<file path="src/rtl/sipo_deserializer_pkg.sv">
// Shared types and helpers for the serial-in/parallel-out deserializer.
// State encodings are fixed so that debug dumps match across stream stages.
package sipo_deserializer_pkg;

    typedef enum logic [1:0] {
        ST_IDLE   = 2'd0,
        ST_SHIFT  = 2'd1,
        ST_PARITY = 2'd2
    } state_e;

    // Bit-count register width: must represent 0..WIDTH inclusive.
    function automatic int unsigned cnt_width(input int unsigned w);
        return int'($clog2(w)) + 1;
    endfunction

endpackage

</file>
<file path="src/rtl/sipo_deserializer_if.sv">
// Serial input and parallel valid/ready output of the deserializer.
// slave = the deserializer, master = the producer/consumer around it.
interface sipo_deserializer_if #(
    parameter int unsigned WIDTH = 8
);
    logic             din;
    logic             din_valid;
    logic [WIDTH-1:0] dout;
    logic             dout_valid;
    logic             dout_ready;

    modport slave (
        input  din,
        input  din_valid,
        input  dout_ready,
        output dout,
        output dout_valid
    );

    modport master (
        output din,
        output din_valid,
        output dout_ready,
        input  dout,
        input  dout_valid
    );
endinterface

</file>
<file path="src/rtl/sipo_out_reg.sv">
// One-entry valid/ready holding register with sticky overrun on dropped loads.
// SIPO_PARITY_CHECK_EN adds a 1-bit flag stored alongside the data word.
module sipo_out_reg #(
    parameter int unsigned WIDTH = 8
) (
    input  logic             clk,
    input  logic             reset,
    input  logic             clear,
    input  logic             load_valid,
    input  logic [WIDTH-1:0] load_data,
`ifdef SIPO_PARITY_CHECK_EN
    input  logic             load_flag,
    output logic             flag,
`endif
    input  logic             ready,
    output logic [WIDTH-1:0] data,
    output logic             valid,
    output logic             overrun
);

    logic [WIDTH-1:0] data_q, data_d;
    logic             valid_q, valid_d;
    logic             overrun_q, overrun_d;
    logic             fire;
`ifdef SIPO_PARITY_CHECK_EN
    logic             flag_q, flag_d;
`endif

    assign fire = valid_q && ready;

    // A load is accepted when the slot is empty or being drained on this edge.
    always_comb begin
        data_d    = data_q;
        valid_d   = valid_q;
        overrun_d = overrun_q;
`ifdef SIPO_PARITY_CHECK_EN
        flag_d    = flag_q;
`endif
        if (load_valid) begin
            if (!valid_q || fire) begin
                data_d  = load_data;
                valid_d = 1'b1;
`ifdef SIPO_PARITY_CHECK_EN
                flag_d  = load_flag;
`endif
            end else begin
                overrun_d = 1'b1;
            end
        end else if (fire) begin
            valid_d = 1'b0;
`ifdef SIPO_PARITY_CHECK_EN
            flag_d  = 1'b0;
`endif
        end
        if (clear) begin
            overrun_d = 1'b0;
        end
    end

    always_ff @(posedge clk or posedge reset) begin
        if (reset) begin
            data_q    <= '0;
            valid_q   <= 1'b0;
            overrun_q <= 1'b0;
`ifdef SIPO_PARITY_CHECK_EN
            flag_q    <= 1'b0;
`endif
        end else begin
            data_q    <= data_d;
            valid_q   <= valid_d;
            overrun_q <= overrun_d;
`ifdef SIPO_PARITY_CHECK_EN
            flag_q    <= flag_d;
`endif
        end
    end

    assign data    = data_q;
    assign valid   = valid_q;
    assign overrun = overrun_q;
`ifdef SIPO_PARITY_CHECK_EN
    assign flag    = flag_q;
`endif

endmodule

</file>
<file path="src/rtl/sipo_deserializer.sv">
// MSB-first serial-to-parallel word assembler feeding a one-entry output register.
// SIPO_PARITY_CHECK_EN: one extra even-parity bit per word, reported on parity_err.
module sipo_deserializer
    import sipo_deserializer_pkg::*;
#(
    parameter int unsigned WIDTH = 8
) (
    input  logic                   clk,
    input  logic                   reset,
    input  logic                   clear,
    sipo_deserializer_if.slave     bus,
    output logic [$clog2(WIDTH):0] bit_count,
    output logic                   overrun
`ifdef SIPO_PARITY_CHECK_EN
    ,
    output logic                   parity_err
`endif
);

    localparam int unsigned CNT_W = cnt_width(WIDTH);

    state_e           state_q, state_d;
    logic [CNT_W-1:0] cnt_q, cnt_d;
    logic [WIDTH-1:0] sr_q, sr_d;
    logic [WIDTH-1:0] shifted;
    logic [WIDTH-1:0] word;
    logic             word_done;
`ifdef SIPO_PARITY_CHECK_EN
    logic             word_perr;
`endif

    assign shifted = {sr_q[WIDTH-2:0], bus.din};

    // Next-state: sample din only on qualified edges; clear overrides everything.
    always_comb begin
        state_d   = state_q;
        cnt_d     = cnt_q;
        sr_d      = sr_q;
        word      = sr_q;
        word_done = 1'b0;
`ifdef SIPO_PARITY_CHECK_EN
        word_perr = 1'b0;
`endif
        case (state_q)
            ST_IDLE: begin
                if (bus.din_valid) begin
                    sr_d    = shifted;
                    cnt_d   = CNT_W'(1);
                    state_d = ST_SHIFT;
                end
            end
            ST_SHIFT: begin
                if (bus.din_valid) begin
                    sr_d = shifted;
                    if (cnt_q == CNT_W'(WIDTH - 1)) begin
`ifdef SIPO_PARITY_CHECK_EN
                        cnt_d     = CNT_W'(WIDTH);
                        state_d   = ST_PARITY;
`else
                        word      = shifted;
                        word_done = 1'b1;
                        cnt_d     = '0;
                        state_d   = ST_IDLE;
`endif
                    end else begin
                        cnt_d = cnt_q + CNT_W'(1);
                    end
                end
            end
`ifdef SIPO_PARITY_CHECK_EN
            ST_PARITY: begin
                if (bus.din_valid) begin
                    word      = sr_q;
                    word_perr = (^sr_q) ^ bus.din;
                    word_done = 1'b1;
                    cnt_d     = '0;
                    state_d   = ST_IDLE;
                end
            end
`endif
            default: begin
                cnt_d   = '0;
                state_d = ST_IDLE;
            end
        endcase
        if (clear) begin
            sr_d      = '0;
            cnt_d     = '0;
            state_d   = ST_IDLE;
            word_done = 1'b0;
        end
    end

    always_ff @(posedge clk or posedge reset) begin
        if (reset) begin
            state_q <= ST_IDLE;
            cnt_q   <= '0;
            sr_q    <= '0;
        end else begin
            state_q <= state_d;
            cnt_q   <= cnt_d;
            sr_q    <= sr_d;
        end
    end

    assign bit_count = cnt_q;

    sipo_out_reg #(
        .WIDTH (WIDTH)
    ) u_out_reg (
        .clk        (clk),
        .reset      (reset),
        .clear      (clear),
        .load_valid (word_done),
        .load_data  (word),
`ifdef SIPO_PARITY_CHECK_EN
        .load_flag  (word_perr),
        .flag       (parity_err),
`endif
        .ready      (bus.dout_ready),
        .data       (bus.dout),
        .valid      (bus.dout_valid),
        .overrun    (overrun)
    );

endmodule

</file>
<file path="src/flat_wrapper.sv">
// flat-port wrapper written by rule: the top's interface ports become plain ports
module sipo_deserializer_flat import sipo_deserializer_pkg::*;
#(
    parameter int unsigned WIDTH = 8
)
  (clk, reset, clear, bit_count, overrun, bus_din, bus_din_valid, bus_dout_ready, bus_dout, bus_dout_valid);
  sipo_deserializer_if #(.WIDTH(WIDTH)) bus_i ();
  input  logic clk;
  input  logic reset;
  input  logic clear;
  output logic [$clog2(WIDTH):0] bit_count;
  output logic overrun;
  input wire logic [$bits(bus_i.din)-1:0] bus_din;
  input wire logic [$bits(bus_i.din_valid)-1:0] bus_din_valid;
  input wire logic [$bits(bus_i.dout_ready)-1:0] bus_dout_ready;
  output wire logic [$bits(bus_i.dout)-1:0] bus_dout;
  output wire logic [$bits(bus_i.dout_valid)-1:0] bus_dout_valid;
  assign bus_i.din = bus_din;
  assign bus_i.din_valid = bus_din_valid;
  assign bus_i.dout_ready = bus_dout_ready;
  assign bus_dout = bus_i.dout;
  assign bus_dout_valid = bus_i.dout_valid;
  sipo_deserializer #(.WIDTH(WIDTH)) u_core (.clk(clk), .reset(reset), .clear(clear), .bus(bus_i), .bit_count(bit_count), .overrun(overrun));
endmodule
</file>
<file path="config.mk">
export PLATFORM = sky130hd
export DESIGN_NAME = sipo_deserializer_flat
export DESIGN_NICKNAME = d
export VERILOG_FILES = /design/src/rtl/sipo_deserializer_pkg.sv /design/src/rtl/sipo_deserializer_if.sv /design/src/rtl/sipo_out_reg.sv /design/src/rtl/sipo_deserializer.sv /design/src/flat_wrapper.sv
export SDC_FILE = /design/constraint.sdc
export NUM_CORES = 1
export LEC_CHECK = 0
export CAP_MARGIN = 20
export CORE_MARGIN = 3
export CORE_UTILIZATION = 30
export DETAILED_ROUTE_END_ITERATION = 8
export PLACE_DENSITY_LB_ADDON = 0.15
export SETUP_SLACK_MARGIN = 0.3
export SLEW_MARGIN = 20
export SYNTH_ARGS = -nofsm -noshare
export SYNTH_HDL_FRONTEND = slang
export SYNTH_SLANG_ARGS = --single-unit
</file>
<file path="constraint.sdc">
create_clock -name clk -period 1.7 [get_ports clk]
set_input_delay 0.255 -clock clk [delete_from_list [all_inputs] [get_ports clk]]
set_output_delay 0.255 -clock clk [all_outputs]
set_load 0.03 [all_outputs]
</file>
; Word-level counts from Yosys, hierarchy flattened
; Cells that the tools add are included.
[totals]
reg_bits = 24
in_bits = 6
[classes]
add_sub_neg = 1
n_eq_ne = 7
muxes = 26
n_reduce_logical = 15
[ops]
columns = operator, n
row1 = $mux W8, 6
row2 = $mux W4, 4
row3 = $mux W1, 10
row4 = $reduce_and A2 Y1, 5
row5 = $mux W2, 4
row6 = $pmux W4 S2, 1
row7 = $reduce_bool A2 Y1, 4
row8 = $ne A3 B3 Y1 const B, 2
row9 = $add A4 B1 Y4 const B, 1
row10 = $eq A4 B3 Y1 const B, 1
row11 = $pmux W2 S2, 1
row12 = $ne A3 B2 Y1 const B, 1
row13 = $reduce_and A3 Y1, 1
row14 = $eq A2 B1 Y1 const B, 1
row15 = $logic_not A2 Y1, 1
row16 = $ne A2 B1 Y1 const B, 1
row17 = $ne A2 B2 Y1 const B, 1
row18 = $reduce_or A2 Y1, 1
row19 = $logic_and A1 B1 Y1, 1
row20 = $logic_not A1 Y1, 1
row21 = $logic_or A1 B1 Y1, 1

; Longest topological paths before layout
[logic_depth]
depth_word = 7
depth_mapped = 5

; Cells and area by module
; From an unflattened synthesis, not the netlist that was laid out.
[unflattened]
hier_cells = 89
hier_area_um2 = 1122.3
[modules_own_cells]
columns = mod, instances, cells_per_inst, area_each_um2, seq_area_each_um2
row1 = sipo_deserializer, 1, 64, 701.9, 325.3
row2 = sipo_out_reg, 1, 25, 420.4, 250.2

; Worst setup path after synthesis
; OpenSTA, ideal clock, no wires.
[synth_path]
path_type = flip-flop to flip-flop
from = register u_core.cnt_q[0], in the netlist u_core.bit_count[0]
to = register u_core.u_out_reg.data_q[0], in the netlist u_core.u_out_reg.data[0]
setup_time_ns = 0.125
arrival_ns = 1.573
required_ns = 1.575
path_slack_ns = 0.002
stages_incl_launch_ff = 6
path_buffers = 1
path_cell_list = dfrtp_1 ha_1 nand2_1 and4bb_1 buf_6 mux2_4
[synth_between]
elab_chain_len = 6
word_cells_on_any_way = 9
cone_classes = eq/ne (1) / mux (7) / reduce/logical (1)
[synth_rtl]
columns = item, line
row1 = start: declaration, sipo_deserializer.sv:23  ; logic [CNT_W-1:0] cnt_q, cnt_d;
row2 = start signal: assignment, sipo_deserializer.sv:101  ; cnt_q <= cnt_d;
row3 = $eq A4 B3 Y1 (*), sipo_deserializer.sv:55  ; if (cnt_q == CNT_W'(WIDTH - 1)) begin
row4 = $mux W1, sipo_deserializer.sv:55
row5 = $mux W1, sipo_deserializer.sv:53  ; if (bus.din_valid) begin
row6 = $mux W1, sipo_deserializer.sv:44  ; case (state_q)
row7 = $mux W1, sipo_deserializer.sv:86  ; if (clear) begin
row8 = $reduce_and A2 Y1 (no line), -
row9 = end signal: assignment, sipo_out_reg.sv:69  ; data_q <= data_d;
row10 = end: declaration, sipo_out_reg.sv:21  ; logic [WIDTH-1:0] data_q, data_d;
; Every way passes the cells marked *; elsewhere a longest branch is shown, timed or not.
; A chain may end at the register's enable or synchronous reset.

; Worst setup path in the final report
[layout_path]
from = register u_core.cnt_q[0], in the netlist u_core.bit_count[0]
to = register u_core.u_out_reg.data_q[1], in the netlist u_core.u_out_reg.data[1]
; Same word-level chain as after synthesis.

==> PnR_summary.wiki <==
{| class="wikitable"
! Metric !! Value
|-
| Status || complete, no violations
|-
| Hold slack final || about 280 ps
|-
| NumNets Final || 116
|-
| Portion of the post-synthesis area used by sequential elements || a little under three fifths
|-
| Switching power summed over all nets || 200 uW
|-
| Proportion of power drawn by flip-flops and latches || between 60 and 70%
|-
| Synthesized area || approximately 970 um^2
|-
| Final number of setup-violating endpoints || 0
|-
| Number of levels in the clock H-tree || 1
|-
| Overall power consumption || about 860 uW
|-
| HPWL after DPL || about 1.3 mm
|-
| RSZ-0062 raised after global routing || yes
|-
| Worst path required time || approximately 1900 ps
|-
| Hold Fails Final Rpt || 0
|-
| Non-Filler Instances || 152
|-
| Critical path class || flip-flop to flip-flop
|-
| Peak Freq || approximately 670 MHz
|-
| Fin crit period || 1490 ps
|-
| Synthesized instance count || approximately 80
|-
| Class of the tightest hold or removal check || primary input to async pin
|-
| Area enclosed by the die boundary || slightly below 0.004 mm^2
|-
| Pre-CTS worst setup slack || -7.24 ps
|-
| Fill cell instance count of the final layout || about 300
|-
| # IOs || 20
|-
| Fraction of layout instances using a drive strength above 1 || approximately 31%
|-
| Final critical-path setup slack || around 210 ps
|-
| CTS tree || built
|-
| TritonCTS Buffers || 3
|-
| Distinct cell type count of the synthesized netlist || 23
|-
| Final ANT Viol Nets || 0
|-
| CP Capture Type || flip-flop
|-
| Cell Count Post-Placement || 143
|-
| Clock power share || between 20 and 30%
|-
| Row count || 20
|-
| Count of input and output buffers || 19
|-
| Number of global-route vias before repair || 692
|-
| Via-per-instance ratio || between 4 and 5
|-
| Transition time at the pin with the least slew margin || roughly 310 ps
|-
| Vias || roughly 660
|-
| Synthesis Warnings || 0
|-
| Top area cells in the synthesized netlist || sky130_fd_sc_hd__dfrtp_1, sky130_fd_sc_hd__mux2_4, sky130_fd_sc_hd__mux2i_1
|-
| CTS sink count || 22
|-
| Routed wire length || about 1.9 mm
|-
| Average footprint of a synthesized cell || between 10 and 15 um^2
|-
| Number of pins with negative max-slew slack in the final report || 0
|-
| Leakage power || between 0.6 and 0.7 nW
|-
| Avg WL per Cell || 12.6 um
|-
| Combinational group share of total power || 9.4%
|-
| Clock tree skew after final layout || 5.10 ps
|-
| Signed area change from the synthesized netlist to the final layout || 35.3%
|-
| Cell taking the most area after synthesis || sky130_fd_sc_hd__dfrtp_1
|-
| CORE AREA || ~0.003 mm^2
|-
| DRC errors left || 0
|-
| Critical Path Source Type || flip-flop
|-
| Iteration count of the initial detailed-routing pass || 4
|-
| Insertion delay of the later-clocked pin in the worst-skew pair || approximately 300 ps
|-
| Die H || roughly 63 um
|-
| Peak supply drop || roughly 300 uV
|-
| Total congestion overflow after global routing || 0
|-
| Switching share of total power || between 20% and 30%
|-
| Total power per unit cell area || around 650 mW/mm^2
|-
| Max-cap violations || 0
|-
| Clock transition at the registers of the reported paths || around 120 ps
|-
| Ratio of final minimum period to clock period || between 80 and 90%
|-
| Number of DRC markers in iteration 0 || 13
|-
| Starting density of the core || between 30% and 40%
|-
| Antenna cell count || 0
|-
| CTS Root Cell || sky130_fd_sc_hd__clkbuf_4
|-
| Internal power || between 600 and 700 uW
|-
| Global-route wire length before repair || about 3.3 mm
|-
| Commonest cells after routing, fill and taps aside || sky130_fd_sc_hd__dfrtp_1, sky130_fd_sc_hd__buf_4, sky130_fd_sc_hd__nor2_1, sky130_fd_sc_hd__mux2_4, sky130_fd_sc_hd__dlygate4sd2_1
|-
| Arrival time worst endpoint || ~1700 ps
|-
| Synth Net Count || 86
|-
| Flops & latches, synth || 22
|-
| Layout Cell Area excl Fill || ~0.0013 mm^2
|-
| Share of Yosys cell area claimed by the top area cell type || 56.5%
|-
| Clock Tree Buf Depth || 2
|-
| Maximum fanout along the worst path || 8
|-
| Gp weighted congestion || 0.688
|-
| Die boundary width || around 63 um
|-
| Leading cell type in the layout, fill and taps excluded || sky130_fd_sc_hd__dfrtp_1
|-
| Area after detailed placement || ~0.0013 mm^2
|-
| Number of antenna violations at the first check in global routing || 0
|-
| Largest net degree at the start of global routing || 23
|-
| Worst relative slew slack || about four fifths
|-
| Gr usage total || a little over a tenth
|}
[cell families (layout without fill, tap and decap cells)]
logic type / Yosys count / in the layout / share of synthesized area [%]
DFF: 22 / 22 / 56.5
buffers and inverters: 7 / 36 / 3.85
AOI/OAI and AO/OA: 8 / 8 / 4.49
muxes: 15 / 15 / 19.5
and+or+nand+nor: 26 / 26 / 14.4
adders and majority gates: 1 / 1 / 1.28
[final timing paths]
kind | start | endpoint | slack [ps] | cells after the start
max | u_core.bit_count[0] | u_core.u_out_reg.data[1] | 210 | 5
min | reset | u_core.u_out_reg.data[0] | 280 | 3
max reg2reg | u_core.bit_count[0] | u_core.u_out_reg.data[1] | 210 | 5
min reg2reg | u_core.u_out_reg.data[4] | u_core.u_out_reg.data[4] | 520 | 1
max in group asynchronous | reset | u_core.bit_count[1] | 1190 | 3
min in group clk | u_core.u_out_reg.data[4] | u_core.u_out_reg.data[4] | 520 | 1
[flip-flops by register name (all words and copies together) (netlist names)]
name,count
u_core.bit_count,4
u_core.sr_q,7
u_core.state_q,1
u_core.u_out_reg.data,8
u_core.u_out_reg.overrun,1
u_core.u_out_reg.valid,1
[what timing repair did]
item                                    in CTS  in global routing
resized for setup                           19                  8
hold buffers                                 0                  0
setup buffers                                1                  4
endpoints found under the setup margin      23                 16
pin swaps                                    2                  0
[power groups by stage]
stage          Combinational (mW)  Sequential (mW)  Clock, mW
3_5_place_dp               0.0724            0.551          0
6_report                   0.0812            0.539      0.241
4_1_cts                    0.0750            0.540      0.263
2_1_floorplan              0.0370            0.553          0
3_3_place_gp               0.0716            0.551          0
5_1_grt                    0.0906            0.540      0.284
[metal layers]
layer	part of all wire, %	vias to the layer above	GRT usage, %	wire, um
li1	-	333	-	-
met1	48	314	13.4	926
met2	46	13	16.6	885
met3	4.1	2	2.16	78
met4	1.0	0	5.79	20
met5	0	-	0	0
[metrics by stage]
step	setup TNS [ps]	utilization (%)
2_1_floorplan	0	-
3_3_place_gp	0	41.1
3_5_place_dp	-11.7	41.1
4_1_cts	0	42.0
5_1_grt	0	42.8
6_report	0	42.8
[cell usage after synthesis]
cell and instances:
sky130_fd_sc_hd__nand2b_1 2, sky130_fd_sc_hd__nand2_2 1, sky130_fd_sc_hd__or3_1 1, sky130_fd_sc_hd__nand2_1 2
sky130_fd_sc_hd__inv_1 2, sky130_fd_sc_hd__mux2i_1 7, sky130_fd_sc_hd__or4b_1 1, sky130_fd_sc_hd__nor2b_1 2
sky130_fd_sc_hd__a31oi_1 1, sky130_fd_sc_hd__nor2_1 9, sky130_fd_sc_hd__clkbuf_1 1, sky130_fd_sc_hd__buf_2 3
sky130_fd_sc_hd__nand4b_1 1, sky130_fd_sc_hd__o31ai_1 1, sky130_fd_sc_hd__buf_6 1, sky130_fd_sc_hd__nand3_1 3
sky130_fd_sc_hd__o21ai_0 3, sky130_fd_sc_hd__mux2_4 8, sky130_fd_sc_hd__nor3_1 3, sky130_fd_sc_hd__a21oi_1 3
sky130_fd_sc_hd__and4bb_1 1, sky130_fd_sc_hd__ha_1 1, sky130_fd_sc_hd__dfrtp_1 22
[final cells by class]
class                   instances  area [um^2]  share of cell area [%]
flip-flops and latches         22          554                    42.0
multi-input cells              50          415                    31.5
repair buffers                 30          260                    19.7
well taps                      44         55.1                    4.17
clock buffers                   4         26.3                    1.99
inverters                       2         7.51                   0.569
[critical path, cell delays in order (launching register included)]
cell and delay (ps):
sky130_fd_sc_hd__dfrtp_2 420, sky130_fd_sc_hd__ha_4 160, sky130_fd_sc_hd__nand2_4 50, sky130_fd_sc_hd__and4bb_1 300
sky130_fd_sc_hd__buf_12 150, sky130_fd_sc_hd__mux2_4 290
(Power assumes the default switching activity.)
